<file path="src/rtl/instr_queue_pkg.sv">
// Shared constants for the fetch/decode instruction queue.
// NOP_INSTR and the exception width are also used by the decode-stage exception field layout.
package instr_queue_pkg;

  localparam logic [31:0] NOP_INSTR     = 32'h0;
  localparam int          EXP_W_DEFAULT = 14;

  // Number of fetch slots carried by an in_valid pattern.
  // The illegal pattern 2'b10 carries no instructions.
  function automatic logic [1:0] slotCount(input logic [1:0] valid);
    case (valid)
      2'b01:   slotCount = 2'd1;
      2'b11:   slotCount = 2'd2;
      default: slotCount = 2'd0;
    endcase
  endfunction

endpackage

</file>
<file path="src/rtl/instr_queue_mem.sv">
// Entry storage for the instruction queue.
// It has two write ports and two asynchronous read ports. The entries have no reset.
module instr_queue_mem #(
  parameter int DEPTH = 16,
  parameter int EXP_W = 14,
  parameter int PW    = $clog2(DEPTH)
) (
  input  logic             i_clk,
  input  logic             i_we0,
  input  logic [PW-1:0]    i_waddr0,
  input  logic [31:0]      i_instr0,
  input  logic [31:0]      i_pc0,
  input  logic [EXP_W-1:0] i_exp0,
  input  logic             i_we1,
  input  logic [PW-1:0]    i_waddr1,
  input  logic [31:0]      i_instr1,
  input  logic [31:0]      i_pc1,
  input  logic [EXP_W-1:0] i_exp1,
  input  logic [PW-1:0]    i_raddr0,
  input  logic [PW-1:0]    i_raddr1,
  output logic [31:0]      o_instr0,
  output logic [31:0]      o_pc0,
  output logic [EXP_W-1:0] o_exp0,
  output logic [31:0]      o_instr1,
  output logic [31:0]      o_pc1,
  output logic [EXP_W-1:0] o_exp1
);

  logic [31:0]      r_instr [DEPTH];
  logic [31:0]      r_pc    [DEPTH];
  logic [EXP_W-1:0] r_exp   [DEPTH];

  // Two write ports. The top module always drives them with distinct addresses (tail and tail+1).
  always_ff @(posedge i_clk) begin
    if (i_we0) begin
      r_instr[i_waddr0] <= i_instr0;
      r_pc[i_waddr0]    <= i_pc0;
      r_exp[i_waddr0]   <= i_exp0;
    end
    if (i_we1) begin
      r_instr[i_waddr1] <= i_instr1;
      r_pc[i_waddr1]    <= i_pc1;
      r_exp[i_waddr1]   <= i_exp1;
    end
  end

  assign o_instr0 = r_instr[i_raddr0];
  assign o_pc0    = r_pc[i_raddr0];
  assign o_exp0   = r_exp[i_raddr0];
  assign o_instr1 = r_instr[i_raddr1];
  assign o_pc1    = r_pc[i_raddr1];
  assign o_exp1   = r_exp[i_raddr1];

endmodule

</file>
<file path="src/rtl/instr_queue.sv">
// Dual-slot in-order instruction queue between fetch and decode.
// It takes in up to two instructions per cycle and presents the two oldest entries to decode.
module instr_queue
  import instr_queue_pkg::*;
#(
  parameter int DEPTH = 16,
  parameter int EXP_W = EXP_W_DEFAULT
) (
  input  logic                     clk,
  input  logic                     rst,
  input  logic                     flush,
  input  logic [1:0]               in_valid,
  input  logic [31:0]              in_instr0,
  input  logic [31:0]              in_instr1,
  input  logic [31:0]              in_pc0,
  input  logic [31:0]              in_pc1,
  input  logic [EXP_W-1:0]         in_exp0,
  input  logic [EXP_W-1:0]         in_exp1,
  output logic                     in_ready,
  output logic [1:0]               out_valid,
  output logic [31:0]              out_instr_first,
  output logic [31:0]              out_instr_second,
  output logic [31:0]              out_pc_first,
  output logic [31:0]              out_pc_second,
  output logic [EXP_W-1:0]         out_exp_first,
  output logic [EXP_W-1:0]         out_exp_second,
  input  logic [1:0]               issue_cnt,
  output logic [$clog2(DEPTH):0]   count
);

  localparam int PW = $clog2(DEPTH);
  localparam int CW = PW + 1;

  logic [PW-1:0]    r_head;
  logic [PW-1:0]    r_tail;
  logic [CW-1:0]    r_count;
  logic             w_ready;
  logic [1:0]       w_wrN;
  logic [1:0]       w_rdN;
  logic [1:0]       w_issueSat;
  logic [31:0]      w_instr0, w_instr1, w_pc0, w_pc1;
  logic [EXP_W-1:0] w_exp0, w_exp1;

  // Ready depends only on the registered occupancy, so issue_cnt has no path to in_ready.
  assign w_ready = (r_count <= CW'(DEPTH - 2));

  // Decide how many entries are written this cycle and how many are consumed.
  // Consumption is clamped to what is actually present in the queue.
  always_comb begin
    w_wrN      = 2'd0;
    w_rdN      = 2'd0;
    w_issueSat = (issue_cnt == 2'd3) ? 2'd2 : issue_cnt;
    if (w_ready) w_wrN = slotCount(in_valid);
    if (r_count < CW'(w_issueSat)) w_rdN = r_count[1:0];
    else                            w_rdN = w_issueSat;
  end

  // Pointer and occupancy update. Flush wins over any same-cycle write or issue.
  always_ff @(posedge clk or posedge rst) begin
    if (rst) begin
      r_head  <= '0;
      r_tail  <= '0;
      r_count <= '0;
    end else if (flush) begin
      r_head  <= '0;
      r_tail  <= '0;
      r_count <= '0;
    end else begin
      r_head  <= r_head + PW'(w_rdN);
      r_tail  <= r_tail + PW'(w_wrN);
      r_count <= r_count + CW'(w_wrN) - CW'(w_rdN);
    end
  end

  instr_queue_mem #(.DEPTH(DEPTH), .EXP_W(EXP_W)) u_mem (
    .i_clk    (clk),
    .i_we0    (!flush && (w_wrN != 2'd0)),
    .i_waddr0 (r_tail),
    .i_instr0 (in_instr0),
    .i_pc0    (in_pc0),
    .i_exp0   (in_exp0),
    .i_we1    (!flush && (w_wrN == 2'd2)),
    .i_waddr1 (r_tail + PW'(1)),
    .i_instr1 (in_instr1),
    .i_pc1    (in_pc1),
    .i_exp1   (in_exp1),
    .i_raddr0 (r_head),
    .i_raddr1 (r_head + PW'(1)),
    .o_instr0 (w_instr0),
    .o_pc0    (w_pc0),
    .o_exp0   (w_exp0),
    .o_instr1 (w_instr1),
    .o_pc1    (w_pc1),
    .o_exp1   (w_exp1)
  );

  // Present the head entries to decode. An empty slot shows a NOP with a zero PC and zero exceptions.
  always_comb begin
    out_valid        = {(r_count >= CW'(2)), (r_count >= CW'(1))};
    out_instr_first  = out_valid[0] ? w_instr0 : NOP_INSTR;
    out_pc_first     = out_valid[0] ? w_pc0    : 32'h0;
    out_exp_first    = out_valid[0] ? w_exp0   : '0;
    out_instr_second = out_valid[1] ? w_instr1 : NOP_INSTR;
    out_pc_second    = out_valid[1] ? w_pc1    : 32'h0;
    out_exp_second   = out_valid[1] ? w_exp1   : '0;
  end

  assign in_ready = w_ready;
  assign count    = r_count;

  // Protocol warnings: the illegal fetch pattern and issuing more than is present.
  // Both cases are handled safely by the logic above.
  always @(posedge clk) begin
    if (!rst) begin
      assert (in_valid != 2'b10)
        else $warning("instr_queue: in_valid 2'b10 ignored");
      assert ({{(CW-2){1'b0}}, issue_cnt} <= r_count)
        else $warning("instr_queue: issue_cnt exceeds occupancy, clamped");
    end
  end

endmodule

</file>
<file path="config.mk">
export PLATFORM = sky130hd
export DESIGN_NAME = instr_queue
export DESIGN_NICKNAME = d
export VERILOG_FILES = /design/src/rtl/instr_queue_pkg.sv /design/src/rtl/instr_queue_mem.sv /design/src/rtl/instr_queue.sv
export SDC_FILE = /design/constraint.sdc
export NUM_CORES = 2
export LEC_CHECK = 0
export ABC_CLOCK_PERIOD_IN_PS = 17780
export CAP_MARGIN = 20
export CORE_UTILIZATION = 49
export DETAILED_ROUTE_END_ITERATION = 6
export PLACE_DENSITY = 0.72
export SETUP_SLACK_MARGIN = 0.4
export SYNTH_ARGS = -nofsm -noshare
export SYNTH_HDL_FRONTEND = slang
export SYNTH_SLANG_ARGS = --single-unit
</file>
<file path="constraint.sdc">
create_clock -name clk -period 17.78 [get_ports clk]
set_clock_uncertainty 0.1 [all_clocks]
set_input_delay 1.778 -clock clk [delete_from_list [all_inputs] [get_ports clk]]
set_output_delay 1.778 -clock clk [all_outputs]
set_load 0.01 [all_outputs]
</file>
==> flow_summary.toml <==
[worst_setup_path]
end_kind = "primary output"
arrival_ns = 6.88
cp_top_family = "buffers and inverters"
cpPeakStageDelay_ns = 1.03
worstSetupPathType = "flip-flop to primary output"
cp.buffers_inverters = 5
critPathMaxFanout = 46
critical_path.cell_chain = "buf_4 -> buf_4 -> buf_4 -> buf_4 -> mux4_2 -> a22oi_1 -> a21oi_1 -> clkdlybuf4s50_1"
critical_path_required_ns = 15.90
start_kind = "flip-flop"
cpMostUsedCell = "buf_4"
cpMaxStageDelayCell = "dfrtp_4"

[global_route]
grt_pass1_vias = 46400
grt_max_degree = 154
grt_antenna_before_repair = 31
grtUsageTotal = 0.307
grt_pass1_wl_um = 334000
grt_overflow = 0

[sta]
hold_slack_ns = 0.538
worst_slew_pin_slew_ns = 1.21
finalSetupViolations = 0
period_share = 0.492
fin_setup_tns_ns = 0
max-slew-margin-rel = 0.190
hold_viol = 0
rsz0062_at_grt = "no"
max_freq_mhz = 114
final_max_slew_viol_count = 0
post-route-min-period_ns = 8.76

[logic_synthesis]
synthAdderAreaFrac = 0.00367
synth_cells = 4421
yosysTopAreaCell = "edfxtp_1"
yosysMostFrequentCell = "edfxtp_1"
ys_async_sr_fraction = 0.0103
yosysTopAreaCellShare = 0.513
synth-edff-count = 1248
ys_ff_latch = 1261
synthMuxAreaShare = 0.395
yosysSeqAreaShare = 0.518
synthSimpleGateAreaFrac = 0.0194
synth_top_family_by_area = "multiplexers"
synth_xor_area_frac = 0.000960
synth_flop_cell = "edfxtp_1"
ys_warn_count = 0
synth_area_per_cell_um2 = 16.5
synthDistinctLibCells = 47
synthTopCellsByCount = "edfxtp_1 (1248), mux2_2 (1159), mux4_2 (624)"
synth-compound-area-share = 0.0314
synth.area.top_cells = "edfxtp_1 (51%), mux4_2 (19%), mux2_2 (18%)"
syn-num-nets = 4603
netlist_area_mm2 = 0.0730

[die]
core-area_mm2 = 0.148
initial_core_util = 0.494
die-area_mm2 = 0.151
die-height_um = 388
ios = 327
fp.dieW_um = 388
rows = 141

[place]
io_buffers = 326
place_hpwl_um = 124000
gp_congestion = 0.819
place_area_mm2 = 0.0775

[detailed_routing]
vias = 46500
wl_per_cell_um = 35.7
drc = 3
first_pass_iters = 7
viasPerCell = 7.11
wirelength_um = 233000
drt_iter0_drc = 6217
drtAntennaViolNets = 0

[power]
irDropWorstVdd_uv = 142
switching_power_mw = 3.99
swShare = 0.346
p_clk_frac = 0.247
power_density_mw_per_mm2 = 140
internal_power_mw = 7.54
p_comb_frac = 0.454
leakagePower_nw = 25.4
seq_power_share = 0.299

[clocking]
h-tree-depth = 4
path_clk_slew_ns = 0.06
root_buffer = "clkbuf_16"
clkSinkCount = 1261
clockBufferDepth = 3
cts_tree = "yes"
cts_resized = 0
hold_buffers = 0
numCtsBuffers = 141
clkLatencyLatePin_ns = 0.80
post-cts-setup-buffer-count = 0

[cells_and_area]
fin_area_mm2 = 0.0821
fin_nets = 4659
drive_gt1_frac = 0.465
fill_cells = 11400
syn_to_final_growth_pct = 12.4

[outcome]
violations = "design-rule violations"
status = "complete, but fails checks"

[flow_run]
maxCapViolations = 0

[hold_path]
hp-class = "flip-flop to flip-flop"
-- flip-flops by register name (all words and copies together), names as in the netlist --
name           cells
u_mem.r_pc       512
r_head             4
u_mem.r_instr    512
r_tail             4
count              5
u_mem.r_exp      224
-- worst reg2reg max path: cells and delay by family (launching register included) --
family	cells	cell delay, ns
compound gates	2	1.69
buf+inv	3	1.64
simple gates	2	0.68
flops	1	0.49
fa+ha+maj	1	0.19
-- cells in the final DEF (no fill, tap or decap), types with 11 or more instances in the layout --
master | netlist | routed
clkinv_1 | 0 | 32
clkinv_2 | 0 | 18
nor2_1 | 15 | 12
clkdlybuf4s50_1 | 0 | 326
nand2_1 | 242 | 241
a21oi_1 | 85 | 85
o21bai_4 | 0 | 11
mux2_2 | 1159 | 1159
diode_2 | 0 | 19
mux4_2 | 624 | 624
buf_4 | 14 | 100
dfrtp_1 | 13 | 11
a22oi_1 | 156 | 156
mux2i_1 | 156 | 156
o22ai_1 | 78 | 78
ha_1 | 15 | 14
inv_1 | 17 | 17
clkbuf_16 | 0 | 143
clkbuf_1 | 271 | 36
edfxtp_1 | 1248 | 1248
-- per-layer routing --
metal	GRT usage	routed length [µm]
met3	0.0699	26100
met5	0	137
met4	0.123	9370
met2	0.476	108000
met1	0.422	89600
-- kinds of logic after synthesis --
logic type	after synthesis
mux	1950
flops	1261
buf+inv	537
compound gates	345
simple gates	301
fa+ha+maj	19
xor+xnor	8
-- metrics by stage --
| step | total power, mW | utilization | cells | setup slack, ns |
|---|---|---|---|---|
| finish | 11.5 | 0.555 | 6539 | 9.02 |
| global route | 11.9 | 0.555 | 6536 | 8.49 |
| CTS | 11.5 | 0.554 | 6516 | 8.84 |
| detailed placement | 8.69 | 0.524 | 6260 | 9.71 |
| global placement | 8.64 | 0.524 | 6259 | 9.79 |
| floorplan | 6.84 | - | 4421 | 8.49 |
-- layout make-up --
| class | count | area [µm²] | area share |
|---|---|---|---|
| antenna | 19 | 47.5 | 0.000579 |
| clock buffer | 179 | 3710 | 0.0452 |
| clock inverter | 77 | 686 | 0.00835 |
| inverter | 17 | 63.8 | 0.000777 |
| multi-input combinational | 2623 | 33200 | 0.404 |
| sequential | 1261 | 37800 | 0.461 |
| tap | 1930 | 2410 | 0.0294 |
| timing repair buffer | 433 | 4190 | 0.0511 |
-- power groups by stage --
stage | sequential [mW] | combinational, mW | clock [mW]
after floorplan | 3.45 | 3.39 | 0
after global placement | 3.51 | 5.14 | 0
after detailed placement | 3.51 | 5.18 | 0
after CTS | 3.45 | 5.20 | 2.88
after global routing | 3.46 | 5.47 | 2.98
final | 3.45 | 5.23 | 2.85
-- final timing paths --
kind | start | endpoint | slack [ns] | cells after the start
worst min register to register | r_tail[2] | r_tail[2] | 0.54 | 2
max in group asynchronous | rst | r_head[2] | 15.66 | 2
worst max register to register | count[4] | u_mem.r_pc[9][14] | 12.52 | 8
worst min-delay path | r_tail[2] | r_tail[2] | 0.54 | 2
min in group asynchronous | rst | count[4] | 1.43 | 2
worst max-delay path | r_head[2] | out_instr_first[26] | 9.02 | 8
Note: power is estimated with default switching activity, not from simulation.
